## src/rtl/eth_rx_noc_out_pkg.sv

```systemverilog
// Shared types and constants for the RX Ethernet-to-noc0 serialiser.
// Holds the flit layouts, the FSM state encoding and the flit-count helper.
package eth_rx_noc_out_pkg;
  localparam int NOC_DATA_WIDTH  = 512;
  localparam int MAC_INTERFACE_W = NOC_DATA_WIDTH;
  localparam int MAC_PADBYTES_W  = 6;
  localparam int MTU_SIZE_W      = 16;
  localparam int XY_WIDTH        = 8;
  localparam int MSG_LEN_W       = 16;
  localparam int MSG_TYPE_W      = 8;
  localparam int BYTES_PER_FLIT  = NOC_DATA_WIDTH / 8;
  localparam int FLIT_SHIFT      = $clog2(BYTES_PER_FLIT);
  localparam int CNT_W           = MTU_SIZE_W + 1 - FLIT_SHIFT;

  localparam logic [MSG_TYPE_W-1:0] ETH_RX_MSG = 8'h0B;

  typedef enum logic [1:0] {ST_IDLE, ST_HDR, ST_META, ST_DATA} state_e;

  typedef struct packed {
    logic [47:0] dst_mac;
    logic [47:0] src_mac;
    logic [15:0] eth_type;
  } eth_hdr;

  typedef struct packed {
    logic [63:0] timestamp;
  } tracker_stats_struct;

  typedef struct packed {
    logic [XY_WIDTH-1:0]   dst_x;
    logic [XY_WIDTH-1:0]   dst_y;
    logic [XY_WIDTH-1:0]   src_x;
    logic [XY_WIDTH-1:0]   src_y;
    logic [MSG_LEN_W-1:0]  msg_len;
    logic [MSG_TYPE_W-1:0] msg_type;
    logic [NOC_DATA_WIDTH-4*XY_WIDTH-MSG_LEN_W-MSG_TYPE_W-1:0] rsvd;
  } noc_hdr_flit_t;

  typedef struct packed {
    eth_hdr                  hdr;
    logic [MTU_SIZE_W-1:0]   payload_len;
    tracker_stats_struct     timestamp;
    logic [NOC_DATA_WIDTH-$bits(eth_hdr)-MTU_SIZE_W-$bits(tracker_stats_struct)-1:0] rsvd;
  } noc_meta_flit_t;

  // One extra bit on the sum so a maximum-length payload cannot wrap.
  function automatic logic [CNT_W-1:0] calc_data_flits(input logic [MTU_SIZE_W-1:0] len);
    logic [MTU_SIZE_W:0] w_sum;
    w_sum = {1'b0, len} + (MTU_SIZE_W+1)'(BYTES_PER_FLIT - 1);
    return CNT_W'(w_sum >> FLIT_SHIFT);
  endfunction
endpackage

```

## src/rtl/eth_rx_noc_out_if.sv

```systemverilog
// Formatter-side and noc0-side handshake bundle of the RX serialiser.
// slave = the serialiser itself, master = formatter plus router.
interface eth_rx_noc_out_if;
  import eth_rx_noc_out_pkg::*;
  logic                       eth_format_eth_rx_out_eth_hdr_val;
  eth_hdr                     eth_format_eth_rx_out_eth_hdr;
  logic [MTU_SIZE_W-1:0]      eth_format_eth_rx_out_payload_len;
  tracker_stats_struct        eth_format_eth_rx_out_timestamp;
  logic [XY_WIDTH-1:0]        eth_format_eth_rx_out_dst_x;
  logic [XY_WIDTH-1:0]        eth_format_eth_rx_out_dst_y;
  logic                       eth_rx_out_eth_format_eth_hdr_rdy;
  logic                       eth_format_eth_rx_out_data_val;
  logic [MAC_INTERFACE_W-1:0] eth_format_eth_rx_out_data;
  logic                       eth_format_eth_rx_out_data_last;
  logic [MAC_PADBYTES_W-1:0]  eth_format_eth_rx_out_data_padbytes;
  logic                       eth_rx_out_eth_format_data_rdy;
  logic                       eth_rx_out_noc0_vrtoc_val;
  logic [NOC_DATA_WIDTH-1:0]  eth_rx_out_noc0_vrtoc_data;
  logic                       noc0_vrtoc_eth_rx_out_rdy;
  logic                       eth_rx_out_proto_err;
  logic                       eth_rd_log;
  tracker_stats_struct        eth_rd_log_start_timestamp;

  modport slave (
    input  eth_format_eth_rx_out_eth_hdr_val, eth_format_eth_rx_out_eth_hdr,
           eth_format_eth_rx_out_payload_len, eth_format_eth_rx_out_timestamp,
           eth_format_eth_rx_out_dst_x, eth_format_eth_rx_out_dst_y,
           eth_format_eth_rx_out_data_val, eth_format_eth_rx_out_data,
           eth_format_eth_rx_out_data_last, eth_format_eth_rx_out_data_padbytes,
           noc0_vrtoc_eth_rx_out_rdy,
    output eth_rx_out_eth_format_eth_hdr_rdy, eth_rx_out_eth_format_data_rdy,
           eth_rx_out_noc0_vrtoc_val, eth_rx_out_noc0_vrtoc_data,
           eth_rx_out_proto_err, eth_rd_log, eth_rd_log_start_timestamp
  );

  modport master (
    output eth_format_eth_rx_out_eth_hdr_val, eth_format_eth_rx_out_eth_hdr,
           eth_format_eth_rx_out_payload_len, eth_format_eth_rx_out_timestamp,
           eth_format_eth_rx_out_dst_x, eth_format_eth_rx_out_dst_y,
           eth_format_eth_rx_out_data_val, eth_format_eth_rx_out_data,
           eth_format_eth_rx_out_data_last, eth_format_eth_rx_out_data_padbytes,
           noc0_vrtoc_eth_rx_out_rdy,
    input  eth_rx_out_eth_format_eth_hdr_rdy, eth_rx_out_eth_format_data_rdy,
           eth_rx_out_noc0_vrtoc_val, eth_rx_out_noc0_vrtoc_data,
           eth_rx_out_proto_err, eth_rd_log, eth_rd_log_start_timestamp
  );
endinterface

```

## src/rtl/eth_rx_noc_out_ctrl.sv

```systemverilog
// Frame sequencing FSM: flit-count tracking, handshakes, log and error pulses.
// Latency: Mealy outputs, 0 cycles; backpressure: holds in HDR/META, passes rdy through in DATA.
module eth_rx_noc_out_ctrl
  import eth_rx_noc_out_pkg::*;
(
  input  logic             clk,
  input  logic             rst,
  input  logic             i_hdr_val,
  input  logic             i_data_val,
  input  logic             i_data_last,
  input  logic             i_noc_rdy,
  input  logic [CNT_W-1:0] i_data_flits,
  output state_e           o_state,
  output logic             o_hdr_hs,
  output logic             o_hdr_rdy,
  output logic             o_data_rdy,
  output logic             o_noc_val,
  output logic             o_rd_log,
  output logic             o_proto_err
);
  state_e           r_state;
  state_e           w_next;
  logic [CNT_W-1:0] r_cnt;
  logic             w_data_hs;
  logic             w_cnt_one;

  assign w_data_hs = (r_state == ST_DATA) && i_data_val && i_noc_rdy;
  assign w_cnt_one = (r_cnt == CNT_W'(1));
  assign o_state   = r_state;
  assign o_hdr_hs  = (r_state == ST_IDLE) && i_hdr_val;

  always_ff @(posedge clk or negedge rst) begin
    if (!rst) begin
      r_state <= ST_IDLE;
      r_cnt   <= '0;
    end else begin
      r_state <= w_next;
      if (o_hdr_hs)
        r_cnt <= i_data_flits;
      else if (w_data_hs)
        r_cnt <= r_cnt - CNT_W'(1);
    end
  end

  always_comb begin
    w_next = r_state;
    case (r_state)
      ST_IDLE: if (i_hdr_val) w_next = ST_HDR;
      ST_HDR:  if (i_noc_rdy) w_next = ST_META;
      ST_META: if (i_noc_rdy) w_next = (r_cnt != '0) ? ST_DATA : ST_IDLE;
      ST_DATA: if (w_data_hs && w_cnt_one) w_next = ST_IDLE;
      default: w_next = ST_IDLE;
    endcase
  end

  // The counter, not data_last, ends the frame so msg_len is always honoured.
  always_comb begin
    o_hdr_rdy   = (r_state == ST_IDLE);
    o_data_rdy  = (r_state == ST_DATA) && i_noc_rdy;
    o_noc_val   = (r_state == ST_HDR) || (r_state == ST_META) ||
                  ((r_state == ST_DATA) && i_data_val);
    o_rd_log    = ((r_state == ST_META) && i_noc_rdy && (r_cnt == '0)) ||
                  (w_data_hs && w_cnt_one);
    o_proto_err = w_data_hs && (i_data_last != w_cnt_one);
  end
endmodule

```

## src/rtl/eth_rx_noc_out_datap.sv

```systemverilog
// Frame descriptor latches, flit-count arithmetic and the noc0 flit mux.
// Latency: descriptor captured on header handshake; flit mux is combinational.
module eth_rx_noc_out_datap
  import eth_rx_noc_out_pkg::*;
#(
  parameter int SRC_X = 0,
  parameter int SRC_Y = 0
) (
  input  logic                       clk,
  input  logic                       rst,
  input  logic                       i_hdr_hs,
  input  state_e                     i_state,
  input  eth_hdr                     i_eth_hdr,
  input  logic [MTU_SIZE_W-1:0]      i_payload_len,
  input  tracker_stats_struct        i_timestamp,
  input  logic [XY_WIDTH-1:0]        i_dst_x,
  input  logic [XY_WIDTH-1:0]        i_dst_y,
  input  logic [MAC_INTERFACE_W-1:0] i_data,
  output logic [CNT_W-1:0]           o_data_flits,
  output logic [NOC_DATA_WIDTH-1:0]  o_noc_data,
  output tracker_stats_struct        o_timestamp
);
  eth_hdr                r_eth_hdr;
  logic [MTU_SIZE_W-1:0] r_payload_len;
  tracker_stats_struct   r_timestamp;
  logic [XY_WIDTH-1:0]   r_dst_x;
  logic [XY_WIDTH-1:0]   r_dst_y;
  noc_hdr_flit_t         w_hdr_flit;
  noc_meta_flit_t        w_meta_flit;

  assign o_data_flits = calc_data_flits(i_payload_len);
  assign o_timestamp  = r_timestamp;

  always_ff @(posedge clk or negedge rst) begin
    if (!rst) begin
      r_eth_hdr     <= '0;
      r_payload_len <= '0;
      r_timestamp   <= '0;
      r_dst_x       <= '0;
      r_dst_y       <= '0;
    end else if (i_hdr_hs) begin
      r_eth_hdr     <= i_eth_hdr;
      r_payload_len <= i_payload_len;
      r_timestamp   <= i_timestamp;
      r_dst_x       <= i_dst_x;
      r_dst_y       <= i_dst_y;
    end
  end

  // msg_len counts the meta flit plus every data flit.
  always_comb begin
    w_hdr_flit          = '0;
    w_hdr_flit.dst_x    = r_dst_x;
    w_hdr_flit.dst_y    = r_dst_y;
    w_hdr_flit.src_x    = XY_WIDTH'(SRC_X);
    w_hdr_flit.src_y    = XY_WIDTH'(SRC_Y);
    w_hdr_flit.msg_len  = MSG_LEN_W'(calc_data_flits(r_payload_len)) + MSG_LEN_W'(1);
    w_hdr_flit.msg_type = ETH_RX_MSG;
    w_meta_flit             = '0;
    w_meta_flit.hdr         = r_eth_hdr;
    w_meta_flit.payload_len = r_payload_len;
    w_meta_flit.timestamp   = r_timestamp;
  end

  always_comb begin
    o_noc_data = '0;
    case (i_state)
      ST_HDR:  o_noc_data = w_hdr_flit;
      ST_META: o_noc_data = w_meta_flit;
      ST_DATA: o_noc_data = i_data;
      default: o_noc_data = '0;
    endcase
  end
endmodule

```

## src/rtl/eth_rx_noc_out.sv

```systemverilog
// Serialises a parsed RX Ethernet frame onto noc0 as header, meta and data flits.
// Latency: header flit valid 1 cycle after hdr handshake; data beats pass straight through.
// Backpressure: router rdy stalls HDR/META in place and is forwarded upstream as data_rdy.
module eth_rx_noc_out
  import eth_rx_noc_out_pkg::*;
#(
  parameter int SRC_X = 0,
  parameter int SRC_Y = 0
) (
  input  logic               clk,
  input  logic               rst,
  eth_rx_noc_out_if.slave    io
);
  state_e           w_state;
  logic             w_hdr_hs;
  logic [CNT_W-1:0] w_data_flits;
  logic             w_unused_padbytes;

  assign w_unused_padbytes = ^io.eth_format_eth_rx_out_data_padbytes;

  eth_rx_noc_out_ctrl u_ctrl (
    .clk          (clk),
    .rst          (rst),
    .i_hdr_val    (io.eth_format_eth_rx_out_eth_hdr_val),
    .i_data_val   (io.eth_format_eth_rx_out_data_val),
    .i_data_last  (io.eth_format_eth_rx_out_data_last),
    .i_noc_rdy    (io.noc0_vrtoc_eth_rx_out_rdy),
    .i_data_flits (w_data_flits),
    .o_state      (w_state),
    .o_hdr_hs     (w_hdr_hs),
    .o_hdr_rdy    (io.eth_rx_out_eth_format_eth_hdr_rdy),
    .o_data_rdy   (io.eth_rx_out_eth_format_data_rdy),
    .o_noc_val    (io.eth_rx_out_noc0_vrtoc_val),
    .o_rd_log     (io.eth_rd_log),
    .o_proto_err  (io.eth_rx_out_proto_err)
  );

  eth_rx_noc_out_datap #(.SRC_X(SRC_X), .SRC_Y(SRC_Y)) u_datap (
    .clk           (clk),
    .rst           (rst),
    .i_hdr_hs      (w_hdr_hs),
    .i_state       (w_state),
    .i_eth_hdr     (io.eth_format_eth_rx_out_eth_hdr),
    .i_payload_len (io.eth_format_eth_rx_out_payload_len),
    .i_timestamp   (io.eth_format_eth_rx_out_timestamp),
    .i_dst_x       (io.eth_format_eth_rx_out_dst_x),
    .i_dst_y       (io.eth_format_eth_rx_out_dst_y),
    .i_data        (io.eth_format_eth_rx_out_data),
    .o_data_flits  (w_data_flits),
    .o_noc_data    (io.eth_rx_out_noc0_vrtoc_data),
    .o_timestamp   (io.eth_rd_log_start_timestamp)
  );
endmodule

```

## src/flat_wrapper.sv

```systemverilog
// flat-port wrapper written by rule: the top's interface ports become plain ports
module eth_rx_noc_out_flat import eth_rx_noc_out_pkg::*;
#(
  parameter int SRC_X = 0,
  parameter int SRC_Y = 0
)
  (clk, rst, io_eth_format_eth_rx_out_eth_hdr_val, io_eth_format_eth_rx_out_eth_hdr, io_eth_format_eth_rx_out_payload_len, io_eth_format_eth_rx_out_timestamp, io_eth_format_eth_rx_out_dst_x, io_eth_format_eth_rx_out_dst_y, io_eth_format_eth_rx_out_data_val, io_eth_format_eth_rx_out_data, io_eth_format_eth_rx_out_data_last, io_eth_format_eth_rx_out_data_padbytes, io_noc0_vrtoc_eth_rx_out_rdy, io_eth_rx_out_eth_format_eth_hdr_rdy, io_eth_rx_out_eth_format_data_rdy, io_eth_rx_out_noc0_vrtoc_val, io_eth_rx_out_noc0_vrtoc_data, io_eth_rx_out_proto_err, io_eth_rd_log, io_eth_rd_log_start_timestamp);
  eth_rx_noc_out_if io_i ();
  input  logic clk;
  input  logic rst;
  input wire logic [$bits(io_i.eth_format_eth_rx_out_eth_hdr_val)-1:0] io_eth_format_eth_rx_out_eth_hdr_val;
  input wire logic [$bits(io_i.eth_format_eth_rx_out_eth_hdr)-1:0] io_eth_format_eth_rx_out_eth_hdr;
  input wire logic [$bits(io_i.eth_format_eth_rx_out_payload_len)-1:0] io_eth_format_eth_rx_out_payload_len;
  input wire logic [$bits(io_i.eth_format_eth_rx_out_timestamp)-1:0] io_eth_format_eth_rx_out_timestamp;
  input wire logic [$bits(io_i.eth_format_eth_rx_out_dst_x)-1:0] io_eth_format_eth_rx_out_dst_x;
  input wire logic [$bits(io_i.eth_format_eth_rx_out_dst_y)-1:0] io_eth_format_eth_rx_out_dst_y;
  input wire logic [$bits(io_i.eth_format_eth_rx_out_data_val)-1:0] io_eth_format_eth_rx_out_data_val;
  input wire logic [$bits(io_i.eth_format_eth_rx_out_data)-1:0] io_eth_format_eth_rx_out_data;
  input wire logic [$bits(io_i.eth_format_eth_rx_out_data_last)-1:0] io_eth_format_eth_rx_out_data_last;
  input wire logic [$bits(io_i.eth_format_eth_rx_out_data_padbytes)-1:0] io_eth_format_eth_rx_out_data_padbytes;
  input wire logic [$bits(io_i.noc0_vrtoc_eth_rx_out_rdy)-1:0] io_noc0_vrtoc_eth_rx_out_rdy;
  output wire logic [$bits(io_i.eth_rx_out_eth_format_eth_hdr_rdy)-1:0] io_eth_rx_out_eth_format_eth_hdr_rdy;
  output wire logic [$bits(io_i.eth_rx_out_eth_format_data_rdy)-1:0] io_eth_rx_out_eth_format_data_rdy;
  output wire logic [$bits(io_i.eth_rx_out_noc0_vrtoc_val)-1:0] io_eth_rx_out_noc0_vrtoc_val;
  output wire logic [$bits(io_i.eth_rx_out_noc0_vrtoc_data)-1:0] io_eth_rx_out_noc0_vrtoc_data;
  output wire logic [$bits(io_i.eth_rx_out_proto_err)-1:0] io_eth_rx_out_proto_err;
  output wire logic [$bits(io_i.eth_rd_log)-1:0] io_eth_rd_log;
  output wire logic [$bits(io_i.eth_rd_log_start_timestamp)-1:0] io_eth_rd_log_start_timestamp;
  assign io_i.eth_format_eth_rx_out_eth_hdr_val = io_eth_format_eth_rx_out_eth_hdr_val;
  assign io_i.eth_format_eth_rx_out_eth_hdr = io_eth_format_eth_rx_out_eth_hdr;
  assign io_i.eth_format_eth_rx_out_payload_len = io_eth_format_eth_rx_out_payload_len;
  assign io_i.eth_format_eth_rx_out_timestamp = io_eth_format_eth_rx_out_timestamp;
  assign io_i.eth_format_eth_rx_out_dst_x = io_eth_format_eth_rx_out_dst_x;
  assign io_i.eth_format_eth_rx_out_dst_y = io_eth_format_eth_rx_out_dst_y;
  assign io_i.eth_format_eth_rx_out_data_val = io_eth_format_eth_rx_out_data_val;
  assign io_i.eth_format_eth_rx_out_data = io_eth_format_eth_rx_out_data;
  assign io_i.eth_format_eth_rx_out_data_last = io_eth_format_eth_rx_out_data_last;
  assign io_i.eth_format_eth_rx_out_data_padbytes = io_eth_format_eth_rx_out_data_padbytes;
  assign io_i.noc0_vrtoc_eth_rx_out_rdy = io_noc0_vrtoc_eth_rx_out_rdy;
  assign io_eth_rx_out_eth_format_eth_hdr_rdy = io_i.eth_rx_out_eth_format_eth_hdr_rdy;
  assign io_eth_rx_out_eth_format_data_rdy = io_i.eth_rx_out_eth_format_data_rdy;
  assign io_eth_rx_out_noc0_vrtoc_val = io_i.eth_rx_out_noc0_vrtoc_val;
  assign io_eth_rx_out_noc0_vrtoc_data = io_i.eth_rx_out_noc0_vrtoc_data;
  assign io_eth_rx_out_proto_err = io_i.eth_rx_out_proto_err;
  assign io_eth_rd_log = io_i.eth_rd_log;
  assign io_eth_rd_log_start_timestamp = io_i.eth_rd_log_start_timestamp;
  eth_rx_noc_out #(.SRC_X(SRC_X), .SRC_Y(SRC_Y)) u_core (.clk(clk), .rst(rst), .io(io_i));
endmodule
```

## config.mk

```make
export PLATFORM = sky130hd
export DESIGN_NAME = eth_rx_noc_out_flat
export DESIGN_NICKNAME = d
export VERILOG_FILES = /design/src/rtl/eth_rx_noc_out_pkg.sv /design/src/rtl/eth_rx_noc_out_if.sv /design/src/rtl/eth_rx_noc_out_ctrl.sv /design/src/rtl/eth_rx_noc_out_datap.sv /design/src/rtl/eth_rx_noc_out.sv /design/src/flat_wrapper.sv
export SDC_FILE = /design/constraint.sdc
export NUM_CORES = 1
export LEC_CHECK = 0
export CAP_MARGIN = 20
export CORE_AREA = 2 2 511 513
export DETAILED_ROUTE_END_ITERATION = 12
export DIE_AREA = 0 0 513 515
export PLACE_DENSITY = 0.3
export REMOVE_ABC_BUFFERS = 1
export SETUP_SLACK_MARGIN = 0.4
export SLEW_MARGIN = 20
export SYNTH_ARGS = -nofsm -noshare
export SYNTH_HDL_FRONTEND = slang
export SYNTH_SLANG_ARGS = --single-unit
```

## constraint.sdc

```tcl
create_clock -name clk -period 2.52 [get_ports clk]
set_input_delay 0.378 -clock clk [delete_from_list [all_inputs] [get_ports clk]]
set_output_delay 0.378 -clock clk [all_outputs]
set_load 0.1 [all_outputs]
```

==> impl_summary.log <==
INFO  metric synthesis.area = about 14,000 µm²
INFO  metric ctsHtreeMaxLevel = 2
INFO  metric clock.fmax = 288 MHz
INFO  metric clk_root_buffer_cell = sky130_fd_sc_hd__clkbuf_16
INFO  metric cp_class = reg -> out
INFO  metric layoutNonFillerInstCount = 6,882
INFO  metric cellInternalPower = 0.0355 W
INFO  metric post-route-min-period = 3470 ps
INFO  metric hold_path_startpoint = io_eth_format_eth_rx_out_eth_hdr[91]
INFO  metric pre_cts_ws = -584 ps
INFO  metric buffer_depth_of_the_longest_clock_path = 3
INFO  metric final_area = 45,400 µm²
INFO  metric pwr-share-comb = 85.4%
INFO  metric grt_first_pass_wirelength = 248 mm
INFO  metric crit_path_top_delay_cell = sky130_fd_sc_hd__dfrtp_1
INFO  metric period_share = 138%
INFO  metric synth_seq_area_share = 40.1%
INFO  metric synth_instances = ~1,900
INFO  metric pwr-share-seq = 8.0%
INFO  metric worst_endpoint_required_time = roughly 2100 ps
INFO  metric placement.cell_area = 37,000 µm²
INFO  metric whs_endpoint = u_core.u_datap.r_eth_hdr[91]
INFO  metric detailedPlacementHpwl = 160 mm
INFO  metric rsz0062_at_grt = true
INFO  metric timing.critical_path.from_type = flop
INFO  metric finalSetupTns = -181,460 ps
INFO  metric timing.reg2reg.worst_path_depth = 11
INFO  metric ys_async_sr_fraction = 100%
INFO  metric regToRegStartpoint = u_core.u_ctrl.o_state[1]
INFO  metric synth-seq-cells = 221
INFO  metric grt_remaining_overflow = 0
INFO  metric final_number_of_hold_violating_endpoints = 0
INFO  metric dr.pass1.iters = 6
INFO  metric hold-path-cell-count = 3
INFO  metric worstPathCellList = nor4_4, buf_4, nand2_4, nand2_4, xnor2_4, ha_4, nand3_2, a221oi_4, nor2_2, xor2_1, o22ai_1, buf_4, buf_12
INFO  metric tritoncts = built
INFO  metric run_status = complete, but fails checks
INFO  metric floorplan.initialDensity = 5.33%
INFO  metric antenna_found_initial = 91
INFO  metric fin_ws = -953 ps
INFO  metric ys.warnings.count = 0
INFO  metric totalWireLength = approximately 200 mm
INFO  metric dr.first_iter.drc_count = 1,008
INFO  metric areaGrowthSynthToFinish = 229%
INFO  metric setup_viol = 516
INFO  metric via_total_after_detailed_routing = 20,600
INFO  metric gr-usage-all-layers = 14.4%
INFO  metric drive_gt1_share = ~49%
INFO  metric critPathArrivalTime = 3090 ps
INFO  metric fin_skew = 30.2 ps
INFO  metric grt_pass1_vias = 21,600
INFO  metric port_buffers = 1,306
INFO  metric synth_cell_types = 45
INFO  metric total_leakage_power = 18.4 nW
INFO  metric critical_path.max_fanout = 2
INFO  metric numCtsBuffers = 39
INFO  metric floorplan.rows = 187
INFO  metric ir_worst_vdd = 1.13 mV
INFO  metric most_frequent_cells_in_the_layout = 724 x sky130_fd_sc_hd__clkdlybuf4s50_1, 637 x sky130_fd_sc_hd__nand2_1, 592 x sky130_fd_sc_hd__buf_12, 322 x sky130_fd_sc_hd__and2_4, 219 x sky130_fd_sc_hd__dfrtp_1
INFO  metric swShare = 58.1%
INFO  metric finalWeightedCongestion = 0.835
INFO  metric leading_cell_type_in_the_layout_fill_and_taps_excluded = sky130_fd_sc_hd__clkdlybuf4s50_1
INFO  metric postSynth.topFlopCell = sky130_fd_sc_hd__dfrtp_1
INFO  metric placed_cells_incl_taps = 6,542
INFO  metric power_density = 1870 nW/µm²
INFO  metric avg_synthesized_cell_area = 7.41 µm²
INFO  metric core_area = 259,000 µm²
INFO  metric design.portCount = 1,313
INFO  metric rrSetupSlack = 150 ps
INFO  metric p_clk_share = under 10%
INFO  metric fp.dieH = 515 µm
INFO  metric slew_violations = 0
INFO  metric slew_margin_rel = 48.6%
INFO  metric worst_min_path_class = in -> reg
INFO  metric critical_path.max_stage_delay = 410 ps
INFO  metric fillerInstances = 28,600
INFO  metric clock_sinks = roughly 220
INFO  metric die_width = between 500 and 600 µm
INFO  metric largest_net_degree_at_the_start_of_global_routing = 65
INFO  metric power.switching = 0.0492 W
INFO  metric max_cap_viol_count = 0
INFO  metric drt.antenna.violating_nets = 0
INFO  metric via_per_inst = 2.99
INFO  metric routed_length_per_instance = 28.9 µm
INFO  metric num-nets-final = between 4,000 and 5,000
INFO  metric drcViolationCount = 0
INFO  metric clock_pin_slew_on_the_worst_setup_and_hold_paths = approximately 60 ps
INFO  metric insertion_delay = 620 ps
INFO  metric max_slew.worst_pin.slew = 771 ps
INFO  metric failing_checks = negative setup slack
INFO  metric die_area = between 200,000 and 300,000 µm²
INFO  metric r2r-end = u_core.u_ctrl.r_cnt[9]
INFO  metric critical_path.endpoint_type = primary output
INFO  metric synth-edff-count = 0
what timing repair did:
item	in CTS	in global routing
pin swaps	370	158
buffers inserted	140	21
setup endpoints to repair	721	738
hold endpoints to repair	55	0
resized for setup	970	63
gates cloned	70	7
hold buffers	1	0
Yosys cell counts (2+ instances only):
| cell type | count | area [µm²] |
|---|---|---|
| sky130_fd_sc_hd__buf_1 | 7 | 26.3 |
| sky130_fd_sc_hd__nor3b_1 | 2 | 15.0 |
| sky130_fd_sc_hd__clkbuf_1 | 125 | 469 |
| sky130_fd_sc_hd__nor2_1 | 191 | 717 |
| sky130_fd_sc_hd__o211ai_1 | 2 | 15.0 |
| sky130_fd_sc_hd__xor2_1 | 15 | 131 |
| sky130_fd_sc_hd__ha_1 | 7 | 87.6 |
| sky130_fd_sc_hd__and3_1 | 6 | 37.5 |
| sky130_fd_sc_hd__buf_2 | 22 | 110 |
| sky130_fd_sc_hd__nor4_4 | 3 | 63.8 |
| sky130_fd_sc_hd__xnor2_1 | 14 | 123 |
| sky130_fd_sc_hd__mux2i_1 | 2 | 20.0 |
| sky130_fd_sc_hd__nand4_1 | 5 | 31.3 |
| sky130_fd_sc_hd__a222oi_1 | 18 | 180 |
| sky130_fd_sc_hd__and2_1 | 322 | 2010 |
| sky130_fd_sc_hd__a31oi_1 | 3 | 18.8 |
| sky130_fd_sc_hd__o21a_1 | 2 | 15.0 |
| sky130_fd_sc_hd__nand3_1 | 11 | 55.1 |
| sky130_fd_sc_hd__inv_1 | 8 | 30.0 |
| sky130_fd_sc_hd__o21ai_0 | 11 | 55.1 |
| sky130_fd_sc_hd__a21oi_1 | 10 | 50.1 |
| sky130_fd_sc_hd__nor2b_1 | 2 | 12.5 |
| sky130_fd_sc_hd__dfrtp_1 | 221 | 5530 |
| sky130_fd_sc_hd__nand2_1 | 644 | 2420 |
| sky130_fd_sc_hd__o22ai_1 | 9 | 56.3 |
| sky130_fd_sc_hd__nor3_1 | 4 | 20.0 |
| sky130_fd_sc_hd__a22oi_1 | 174 | 1310 |
final cells by class:
| class | count | area, µm² | area share (%) |
|---|---|---|---|
| diodes | 29 | 72.6 | 0.160 |
| multi-input cells | 1473 | 9990 | 22.0 |
| flip-flops and latches | 221 | 5530 | 12.2 |
| repair buffers | 1677 | 24200 | 53.4 |
| clock inverters | 18 | 175 | 0.386 |
| clock buffers | 54 | 1090 | 2.41 |
| well taps | 3402 | 4260 | 9.38 |
| inverters | 8 | 32.5 | 0.0717 |
cells by family after synthesis:
| logic type | Yosys count | synth area share [%] |
|---|---|---|
| buffers and inverters | 164 | 4.70 |
| adders and majority gates | 7 | 0.636 |
| xor gates and xnor gates | 29 | 1.84 |
| muxes | 2 | 0.145 |
| AOI/OAI and AO/OA | 237 | 12.9 |
| and+or+nand+nor | 1198 | 39.6 |
| DFF | 221 | 40.1 |
worst max-delay path, delay by kind of cell (launching register included):
| family | cells | cell delay [ps] |
|---|---|---|
| AOI/OAI and AO/OA | 2 | 470 |
| adders and majority gates | 1 | 160 |
| and+or+nand+nor | 5 | 670 |
| buffers and inverters | 3 | 510 |
| DFF | 1 | 410 |
| xor gates and xnor gates | 2 | 270 |
power by group through the flow:
stage	Combinational [W]	Sequential, W	Clock (W)
2_1_floorplan	0.0178	0.00972	0
3_3_place_gp	0.0599	0.00659	0
3_5_place_dp	0.0598	0.00660	0
4_1_cts	0.0725	0.00676	0.00595
5_1_grt	0.0747	0.00697	0.00602
6_report	0.0723	0.00678	0.00564
how the worst max path moves through the flow:
stage | startpoint | end | slack, ps | cells past startpoint
finish | u_core.u_datap.r_payload_len[1] | io_eth_rx_out_noc0_vrtoc_data[470] | -950 | 13
global route | u_core.u_datap.r_payload_len[1] | io_eth_rx_out_noc0_vrtoc_data[470] | -1130 | 13
CTS | u_core.u_datap.r_payload_len[1] | io_eth_rx_out_noc0_vrtoc_data[470] | -1020 | 13
detailed placement | u_core.u_datap.r_payload_len[5] | io_eth_rx_out_noc0_vrtoc_data[472] | -580 | 12
global placement | u_core.u_datap.r_payload_len[5] | io_eth_rx_out_noc0_vrtoc_data[472] | -740 | 13
floorplan | u_core.u_ctrl.o_state[1] | u_core.u_ctrl.r_cnt[1] | -8670 | 5
per-layer routing:
layer  vias up  GRT usage, %  wire length [µm]
met3       184          5.26             17300
li1       9241             -                 -
met2       957          27.1            106000
met1     10100          15.3             72100
met4        56          2.93              3750
met5         -             0               349
metrics by stage:
stage                     total power (W)  util, %  hold WS, ps
after global placement             0.0665     14.3          406
after CTS                          0.0852     17.3          203
after floorplan                    0.0275        -         82.4
after global routing               0.0877     17.5          235
final                              0.0848     17.6          281
after detailed placement           0.0664     14.3          409
state kept, by name, summed over array words and instances (netlist names):
signal / flops
u_core.u_datap.o_timestamp: 64
u_core.u_ctrl.r_cnt: 11
u_core.u_ctrl.o_state: 2
u_core.u_datap.r_payload_len: 16
u_core.u_datap.r_dst_x: 8
u_core.u_datap.r_eth_hdr: 112
u_core.u_datap.r_dst_y: 8
Note: power is estimated with default switching activity, not from simulation.
